$ cat config.mk
export PLATFORM = sky130hd
export DESIGN_NAME = writeback_retire
export DESIGN_NICKNAME = d
export VERILOG_FILES = /design/src/rtl/writeback_retire.sv
export SDC_FILE = /design/constraint.sdc
export NUM_CORES = 1
export LEC_CHECK = 0
export ABC_AREA = 1
export CORE_ASPECT_RATIO = 0.9
export CORE_MARGIN = 4
export CORE_UTILIZATION = 58
export CTS_CLUSTER_DIAMETER = 100
export CTS_CLUSTER_SIZE = 12
export DETAILED_ROUTE_END_ITERATION = 8
export GPL_TIMING_DRIVEN = 0
export PLACE_DENSITY_LB_ADDON = 0.08
export RECOVER_POWER = 100
export SLEW_MARGIN = 40
export SYNTH_ARGS = -nofsm -noshare
export SYNTH_HDL_FRONTEND = slang
export SYNTH_SLANG_ARGS = --single-unit
export TNS_END_PERCENT = 20
$ cat constraint.sdc
create_clock -name clk -period 5.4 [get_ports clk]
set_input_delay 1.08 -clock clk [delete_from_list [all_inputs] [get_ports clk]]
set_output_delay 1.08 -clock clk [all_outputs]
set_load 0.02 [all_outputs]
$ cat src/rtl/writeback_retire.sv
// Writeback/retire stage: registered rf write, in-order retire queue, drain-then-flush on exception.
// Optional trace output when WRB_TRACE_EN is defined.
module writeback_retire #(
    parameter int          ADDR_WIDTH = 30,
    parameter int          INSN_WIDTH = 32,
    parameter int          XLEN       = 32,
    parameter int          REG_AW     = 5,
    parameter int unsigned RQ_DEPTH   = 4,
    parameter int          CNT_WIDTH  = 32
) (
    input  logic                  clk,
    input  logic                  rst,
    input  logic                  in_valid,
    output logic                  in_ready,
    input  logic [ADDR_WIDTH-1:0] in_addr,
    input  logic [INSN_WIDTH-1:0] in_insn,
    input  logic [REG_AW-1:0]     in_rd,
    input  logic                  in_rd_we,
    input  logic [XLEN-1:0]       in_result,
    input  logic                  in_except,
    output logic                  rf_we,
    output logic [REG_AW-1:0]     rf_waddr,
    output logic [XLEN-1:0]       rf_wdata,
    output logic                  ret_valid,
    input  logic                  ret_ready,
    output logic [ADDR_WIDTH-1:0] ret_addr,
    output logic [INSN_WIDTH-1:0] ret_insn,
    output logic                  ret_except,
    output logic                  flush,
    output logic [CNT_WIDTH-1:0]  retired_count
);

    localparam int unsigned IDX_W = $clog2(RQ_DEPTH);
    localparam int unsigned PTR_W = IDX_W + 1;

    typedef enum logic [1:0] {RUN, DRAIN, FLUSH} state_t;

    state_t state, state_nxt;

    logic [ADDR_WIDTH-1:0] q_addr   [RQ_DEPTH];
    logic [INSN_WIDTH-1:0] q_insn   [RQ_DEPTH];
    logic                  q_except [RQ_DEPTH];

    logic [PTR_W-1:0] wr_ptr, rd_ptr;
    logic             empty, full, push, pop;

    // Extra pointer bit: equal low bits with differing MSB means full.
    assign empty = (wr_ptr == rd_ptr);
    assign full  = (wr_ptr[IDX_W] != rd_ptr[IDX_W]) &&
                   (wr_ptr[IDX_W-1:0] == rd_ptr[IDX_W-1:0]);

    assign ret_valid  = !empty;
    assign pop        = ret_valid && ret_ready;
    assign in_ready   = (state == RUN) && (!full || pop);
    assign push       = in_valid && in_ready;

    assign ret_addr   = q_addr[rd_ptr[IDX_W-1:0]];
    assign ret_insn   = q_insn[rd_ptr[IDX_W-1:0]];
    assign ret_except = q_except[rd_ptr[IDX_W-1:0]];

    always_ff @(posedge clk or negedge rst) begin
        if (!rst) begin
            wr_ptr <= '0;
            rd_ptr <= '0;
            for (int unsigned i = 0; i < RQ_DEPTH; i++) begin
                q_addr[i]   <= '0;
                q_insn[i]   <= '0;
                q_except[i] <= 1'b0;
            end
        end else begin
            if (push) begin
                q_addr[wr_ptr[IDX_W-1:0]]   <= in_addr;
                q_insn[wr_ptr[IDX_W-1:0]]   <= in_insn;
                q_except[wr_ptr[IDX_W-1:0]] <= in_except;
                wr_ptr <= wr_ptr + PTR_W'(1);
            end
            if (pop) begin
                rd_ptr <= rd_ptr + PTR_W'(1);
            end
        end
    end

    always_ff @(posedge clk or negedge rst) begin
        if (!rst) begin
            rf_we         <= 1'b0;
            rf_waddr      <= '0;
            rf_wdata      <= '0;
            retired_count <= '0;
        end else begin
            rf_we <= push && in_rd_we && (in_rd != '0) && !in_except;
            if (push) begin
                rf_waddr <= in_rd;
                rf_wdata <= in_result;
            end
            if (pop) begin
                retired_count <= retired_count + CNT_WIDTH'(1);
            end
        end
    end

    always_ff @(posedge clk or negedge rst) begin
        if (!rst) begin
            state <= RUN;
        end else begin
            state <= state_nxt;
        end
    end

    always_comb begin
        state_nxt = state;
        flush     = 1'b0;
        case (state)
            RUN: begin
                if (push && in_except) state_nxt = DRAIN;
            end
            DRAIN: begin
                if (empty) state_nxt = FLUSH;
            end
            FLUSH: begin
                flush     = 1'b1;
                state_nxt = RUN;
            end
            default: state_nxt = RUN;
        endcase
    end

`ifdef WRB_TRACE_EN
`ifndef MSG
`define MSG(lvl, body) $display body
`endif
    always @(posedge clk) begin
        if (rst && push)
            `MSG(5, ("WRB: addr=%h op=%h", {in_addr, 2'b00}, in_insn));
        if (rst && pop)
            `MSG(5, ("RET: addr=%h exc=%b cnt=%0d", {ret_addr, 2'b00}, ret_except,
                     retired_count + CNT_WIDTH'(1)));
    end
`endif

endmodule

==> results.tsv <==
metric	value	unit
number_of_global_route_vias_before_repair	14134	
area_delta_synth_final	23.0	%
synthCells	1985	
final_layout_size_suffix_gt1_frac	0.0252	
finalCoreUtilization	0.722	
yosysSeqAreaShare	0.541	
p_leak	9.60	nW
drt_iter0_markers	1406	
crit_slowest_cell	sky130_fd_sc_hd__dlygate4sd3_1	
path_cells	inv_1 -> clkbuf_1 -> clkbuf_1 -> clkbuf_1 -> nor2_1 -> o22ai_1 -> dlygate4sd3_1	
drt-vias-per-instance	5.56	
timing.hold.worst.start	q_addr[30]$_DFFE_PN0P_	
initial_utilization	0.587	
gr-total-overflow	0	
worst_reg2reg_path_length_in_cells	11	
dr_total_vias	14524	
crit_path_end_kind	primary output	
clk-insertion-delay-late	0.56	ns
clock_tree_from_tritoncts	done	
peakVddDrop	430	uV
worst_path_largest_cell_delay	0.73	ns
coreArea	26000	um^2
cts_buffer_depth	3	
async_reset_ff_frac	1.00	
result_of_the_run	finished, violations left	
worst_setup_hold_path_clk_slew	0.06	ns
clockRootBuffer	sky130_fd_sc_hd__clkbuf_16	
cts_htree_levels	1	
pre_cts_slack	1.32	ns
postSynthAreaPerCell	7.69	um^2
worst_hold_path_type	register to register	
antenna_violating_nets_post_route	0	
power_density_cells	611	nW/um^2
final.fill_count	2116	
setup_viol_count_final	0	
buffer_ports.inserted	239	
cts_hold_buffers	0	
whs	0.474	ns
slew-limit-headroom	-0.598	
grt_first_pass_wirelength	72800	um
die_width	179	um
setup_repair_after_global_routing_missed_its_margin	false	
failed_checks	capacitance limit, slew limit	
globalRouteTotalUtil	0.311	
post_synth_instance_area	15300	um^2
gp_congestion	0.883	
m1WireLength	19200	um
min_period_over_period	0.895	
ys_ff_latch	330	
timing.rr.end	q_addr[101]$_DFFE_PN0P_	
worstSetupStartpointType	register	
wl_met2	21700	um
firstDrtPassIters	5	
reg2reg_slack	1.94	ns
synth_most_common_cell	sky130_fd_sc_hd__nand2_1	
min_path_cells	2	
critPathMaxFanout	10	
cp.arrival	3.75	ns
finalNetCount	2373	
rr_startpoint	rd_ptr[0]$_DFFE_PN0P_	
ys_types	27	
routed_wl	45700	um
ys_top_cells_by_area	sky130_fd_sc_hd__dfrtp_1 54%, sky130_fd_sc_hd__nand2_1 25%, sky130_fd_sc_hd__nor2_1 4.5%	
boundaryPins	241	
cts_buffers	31	
cts.repair.resized	0	
die-area	29000	um^2
dp_hpwl	30900	um
commonest_cells_post_synth	1029 x sky130_fd_sc_hd__nand2_1, 330 x sky130_fd_sc_hd__dfrtp_1, 183 x sky130_fd_sc_hd__nor2_1	
antenna_violations_before_repair	3	
grt_start_max_net_pins	64	
cpLargestDelayFamily	buffers and inverters	
setup_skew	0.0135	ns
drt-wirelength-per-cell	17.5	um
tritoncts_num_sinks	330	
timing.final.max_slew_violations	45	
chipHeight	162	um
worst_path_most_repeated_cell	sky130_fd_sc_hd__clkbuf_1	
route.detailed.drc	0	
max_cap_violations	1	
layout_min_cycle_time	4.83	ns
final_critical_path_setup_slack	0.569	ns
design_power_total	11.5	mW
post_cts.repair.setup_buffers	0	
max_slew.worst_pin.slew	2.40	ns
fmax	207	MHz
synth_enable_flop_cells	0	
worst_hold_path.endpoint	q_addr[30]$_DFFE_PN0P_	
cp_num_buf_inv	5	
met3_wirelength	3860	um
top_layer	met5	
setup_total_negative_slack	0	ns
hold_viol	0	
synthesis.nets	2096	
crit_type	register to primary output	
critPathLaunch	rd_ptr[0]$_DFFE_PN0P_	
ys_warn_count	0	
cp.required	4.32	ns
core.rowCount	56	
synthDominantCellAreaShare	0.541	
synth.largest_area_cell	sky130_fd_sc_hd__dfrtp_1	
ys.flop_type	sky130_fd_sc_hd__dfrtp_1	
==> where the power goes <==
group / switching (mW) / total [mW] / internal, mW
registers: 0.569 / 4.07 / 3.50
logic: 3.53 / 5.50 / 1.98
clock network: 0.894 / 1.90 / 1.01
total: 4.99 / 11.5 / 6.48
==> per-stage QoR <==
stage,cells,instance area [um^2]
detailed placement,2577,18200
CTS,2610,19000
finish,2611,18800
global route,2611,18800
global placement,2572,18100
floorplan,1985,15300
==> layout by cell type, fill, tap and decap left out, types with 2 or more instances in the layout <==
| master | netlist | layout |
|---|---|---|
| sky130_fd_sc_hd__clkbuf_1 | 62 | 98 |
| sky130_fd_sc_hd__nand3_1 | 56 | 57 |
| sky130_fd_sc_hd__buf_2 | 25 | 12 |
| sky130_fd_sc_hd__nor2_1 | 183 | 187 |
| sky130_fd_sc_hd__xor2_1 | 10 | 10 |
| sky130_fd_sc_hd__ha_1 | 6 | 6 |
| sky130_fd_sc_hd__dlygate4sd3_1 | 0 | 134 |
| sky130_fd_sc_hd__nand3b_1 | 6 | 6 |
| sky130_fd_sc_hd__buf_16 | 0 | 3 |
| sky130_fd_sc_hd__o22ai_1 | 63 | 63 |
| sky130_fd_sc_hd__inv_1 | 37 | 38 |
| sky130_fd_sc_hd__nand2_1 | 1029 | 1031 |
| sky130_fd_sc_hd__dfrtp_1 | 330 | 330 |
| sky130_fd_sc_hd__clkbuf_16 | 0 | 31 |
| sky130_fd_sc_hd__nor2_2 | 2 | 2 |
| sky130_fd_sc_hd__nand4_2 | 3 | 3 |
| sky130_fd_sc_hd__clkdlybuf4s50_1 | 0 | 104 |
| sky130_fd_sc_hd__clkbuf_2 | 0 | 2 |
| sky130_fd_sc_hd__o21ai_0 | 137 | 137 |
==> registers in the layout (all words and copies together), names as in the netlist, 3 cells and up <==
register and cells:
rf_wdata 32, wr_ptr 3, q_addr 120, rf_waddr 5, q_insn 128, q_except 4
retired_count 32, rd_ptr 3
==> final cells by class <==
| type | instances | area (um^2) | area share |
|---|---|---|---|
| repair buffers | 244 | 2480 | 0.132 |
| well taps | 348 | 435 | 0.0232 |
| multi-input cells | 1507 | 6230 | 0.332 |
| plain buffers | 109 | 424 | 0.0226 |
| flip-flops and latches | 330 | 8260 | 0.440 |
| clock buffers | 31 | 776 | 0.0413 |
| diodes | 1 | 2.50 | 0.000133 |
| inverters | 39 | 146 | 0.00780 |
| clock inverters | 2 | 17.5 | 0.000933 |
==> per-layer routing <==
layer / GRT usage / vias to the layer above
met1: 0.453 / 6986
met5: 0 / -
met4: 0.0844 / 4
li1: - / 6761
met3: 0.0491 / 84
met2: 0.492 / 689
==> cell families after synthesis <==
| family | synth area share |
|---|---|
| compound gates | 0.0715 |
| xor+xnor | 0.00631 |
| simple gates | 0.331 |
| fa+ha+maj | 0.00492 |
| flops | 0.541 |
| buf+inv | 0.0453 |
==> worst min-delay path: cells and delay by family (launching register included) <==
kind             cells  cell delay [ns]
DFF                  1             0.34
and+or+nand+nor      2             0.10
==> worst max-delay path by stage <==
stage                       endpoint  slack (ns)  depth (start not counted)
2_1_floorplan               in_ready        2.64                          3
3_3_place_gp   q_insn[6]$_DFFE_PN0P_      -11.19                          1
3_5_place_dp                in_ready        1.32                          5
4_1_cts                 ret_insn[18]        0.72                          7
5_1_grt                     in_ready        0.43                          7
6_report                ret_insn[18]        0.57                          7
No activity file was read; power rests on OpenSTA's default activity.
==> patch (same flow settings) <==
`REG_AW`: 5 -> 7.
--- a/src/rtl/writeback_retire.sv
+++ b/src/rtl/writeback_retire.sv
@@ -4,7 +4,7 @@
     parameter int          ADDR_WIDTH = 30,
     parameter int          INSN_WIDTH = 32,
     parameter int          XLEN       = 32,
-    parameter int          REG_AW     = 5,
+    parameter int          REG_AW     = 7,
     parameter int unsigned RQ_DEPTH   = 4,
     parameter int          CNT_WIDTH  = 32
 ) (
Ports: changed (resized in_rd and rf_waddr); port bits go from 241 to 245. The function was not compared with the original's and may differ.
==> patch against the unedited design <==
The run still ends with capacitance limit, slew limit left. Total power up 0.57%. Die area down 0.23%. Count of clock-buffer cells in the layout unchanged. Sequential cell count up 2. Maximum frequency up 0.88%. Setup slack better by 0.042 ns. Area after synthesis down 0.24%. Wire length down 1.5%. Final cell count about the same. Sequential power about the same. Cell area up 0.59%.
==> patch: results (changes against the unedited design) <==
Synthesis
  • Post-Syn Nets: 2104 (+0.38%)
  • Post-synthesis cell type count: 25 (-7.4%)
  • Avg Synthesized Cell Area: 7.65 sq um (-0.54%)
  • Register area share after synthesis: 54.6% (+0.46 points)
  • Synth Area in Compound Gates: 7.23% (+0.083 points)
  • Ys flop type: dfrtp_1
  • Synth cell count leaders: nand2_1, dfrtp_1, nor2_1
  • Xor/xnor cell area share of the yosys netlist: 0.690% (+0.059 points)
  • Top post-synthesis cells by area: dfrtp_1, nand2_1, o21ai_0, nor2_1, o22ai_1
  • Post-Synth Adder-Cell Area: 0.493% (+0.0012 points)

Timing
  • Fmax achieved: 209 MHz (+0.88%)
  • Slew headroom: -15.0% (+45 points)
  • Worst Skew: 0.0177 ns (+0.00420 ns)
  • Max-slew violations: 136 (+200%)
  • Fin Hold WS: 0.474 ns (-0.000215 ns)

Setup path
  • CP Data Arrival Time: 3.71 ns (-0.04 ns)
  • Flop2flop setup slack: 2.20 ns (+0.26 ns)
  • Reg-to-reg endpoint: q_addr[104]
  • Critical Path Sink: ret_insn[17]
  • Depth of the most critical reg-to-reg path: 10 (-1)

Cells and area
  • Diode count: 0 (-1)
  • Fin cells: 2613 (+0.077%)
  • Fill cells: 1961 (-7.3%)
  • Layout cells sized above 1: 2.69% (+0.17 points)
  • Nets: 2385 (+0.51%)

Clock network
  • CTS buffer count: 31 (unchanged)
  • Post-CTS setup buffer count: 0 (unchanged)
  • Post_cts resized: 0 (unchanged)

Job
  • Max cap viols: 2 (+1)

Global route
  • Vias in the first global route: 14100 (-0.064%)
  • Overall Global Routing Usage: 30.6% (-0.49 points)
  • Largest net degree at the start of global routing: 71 (+11%)
  • First-pass GRT wire length: 72000 microns (-1.2%)
  • Initial antenna violation count: 0 (-3)

Worst hold path
  • Worst hold path endpoint: q_insn[66]
  • Hold path startpoint: q_insn[66]

Run status
  • Outcome: finished with violations
  • Failing checks: capacitance limit, slew limit

Placed design
  • Post-DP HPWL: 30900 microns (-0.12%)
  • Setup WS pre-CTS: 1.18 ns (-0.142 ns)
  • Placed inst area: 18200 sq um (about the same)
  • Gpl congestion: 0.915 (+3.7%)
  • I/O Buffers: 243 (+1.7%)

Power and ir drop
  • Max VDD drop: 0.478 mV (+11%)
  • LEAKAGE: 9.64 nW (+0.52%)

Detailed routing
  • Routed vias/inst: 5.61 (+0.85%)
  • DR iter-0 viols: 1452 (+3.3%)
  • Drt total wl: 45000 microns (-1.5%)
  • Remaining DRCs: 0 (unchanged)
==> patch: metal layers <==
layer	GRT usage [%]	part of all wire, %	vias to the layer above
met5	0	0	-
met4	8.58	2.7	0
met3	5.72	8.7	92
met2	48.7	47	711
met1	43.7	42	7085
li1	-	-	6770
==> patch: logic make-up after synthesis <==
kind of cell	after synthesis
DFF	332
buffers and inverters	150
xor gates and xnor gates	12
AOI/OAI and AO/OA	203
and+or+nand+nor	1288
adders and majority gates	6
==> patch: report_power, final <==
part           leakage [nW]  total (W)  internal, W  switching (W)
Sequential             4.23    0.00408      0.00351       0.000561
Clock                 0.396    0.00192      0.00105       0.000872
Combinational          5.02    0.00554      0.00200        0.00354
Total                  9.64     0.0115      0.00656        0.00497
==> patch: cell type report <==
class	count	area, sq um	share of cell area, %
inverters	41	154	0.815
clock inverters	1	30.0	0.159
flip-flops and latches	332	8310	44.0
clock buffers	31	776	4.11
multi-input cells	1509	6230	33.0
plain buffers	109	434	2.30
repair buffers	248	2520	13.3
well taps	342	428	2.27
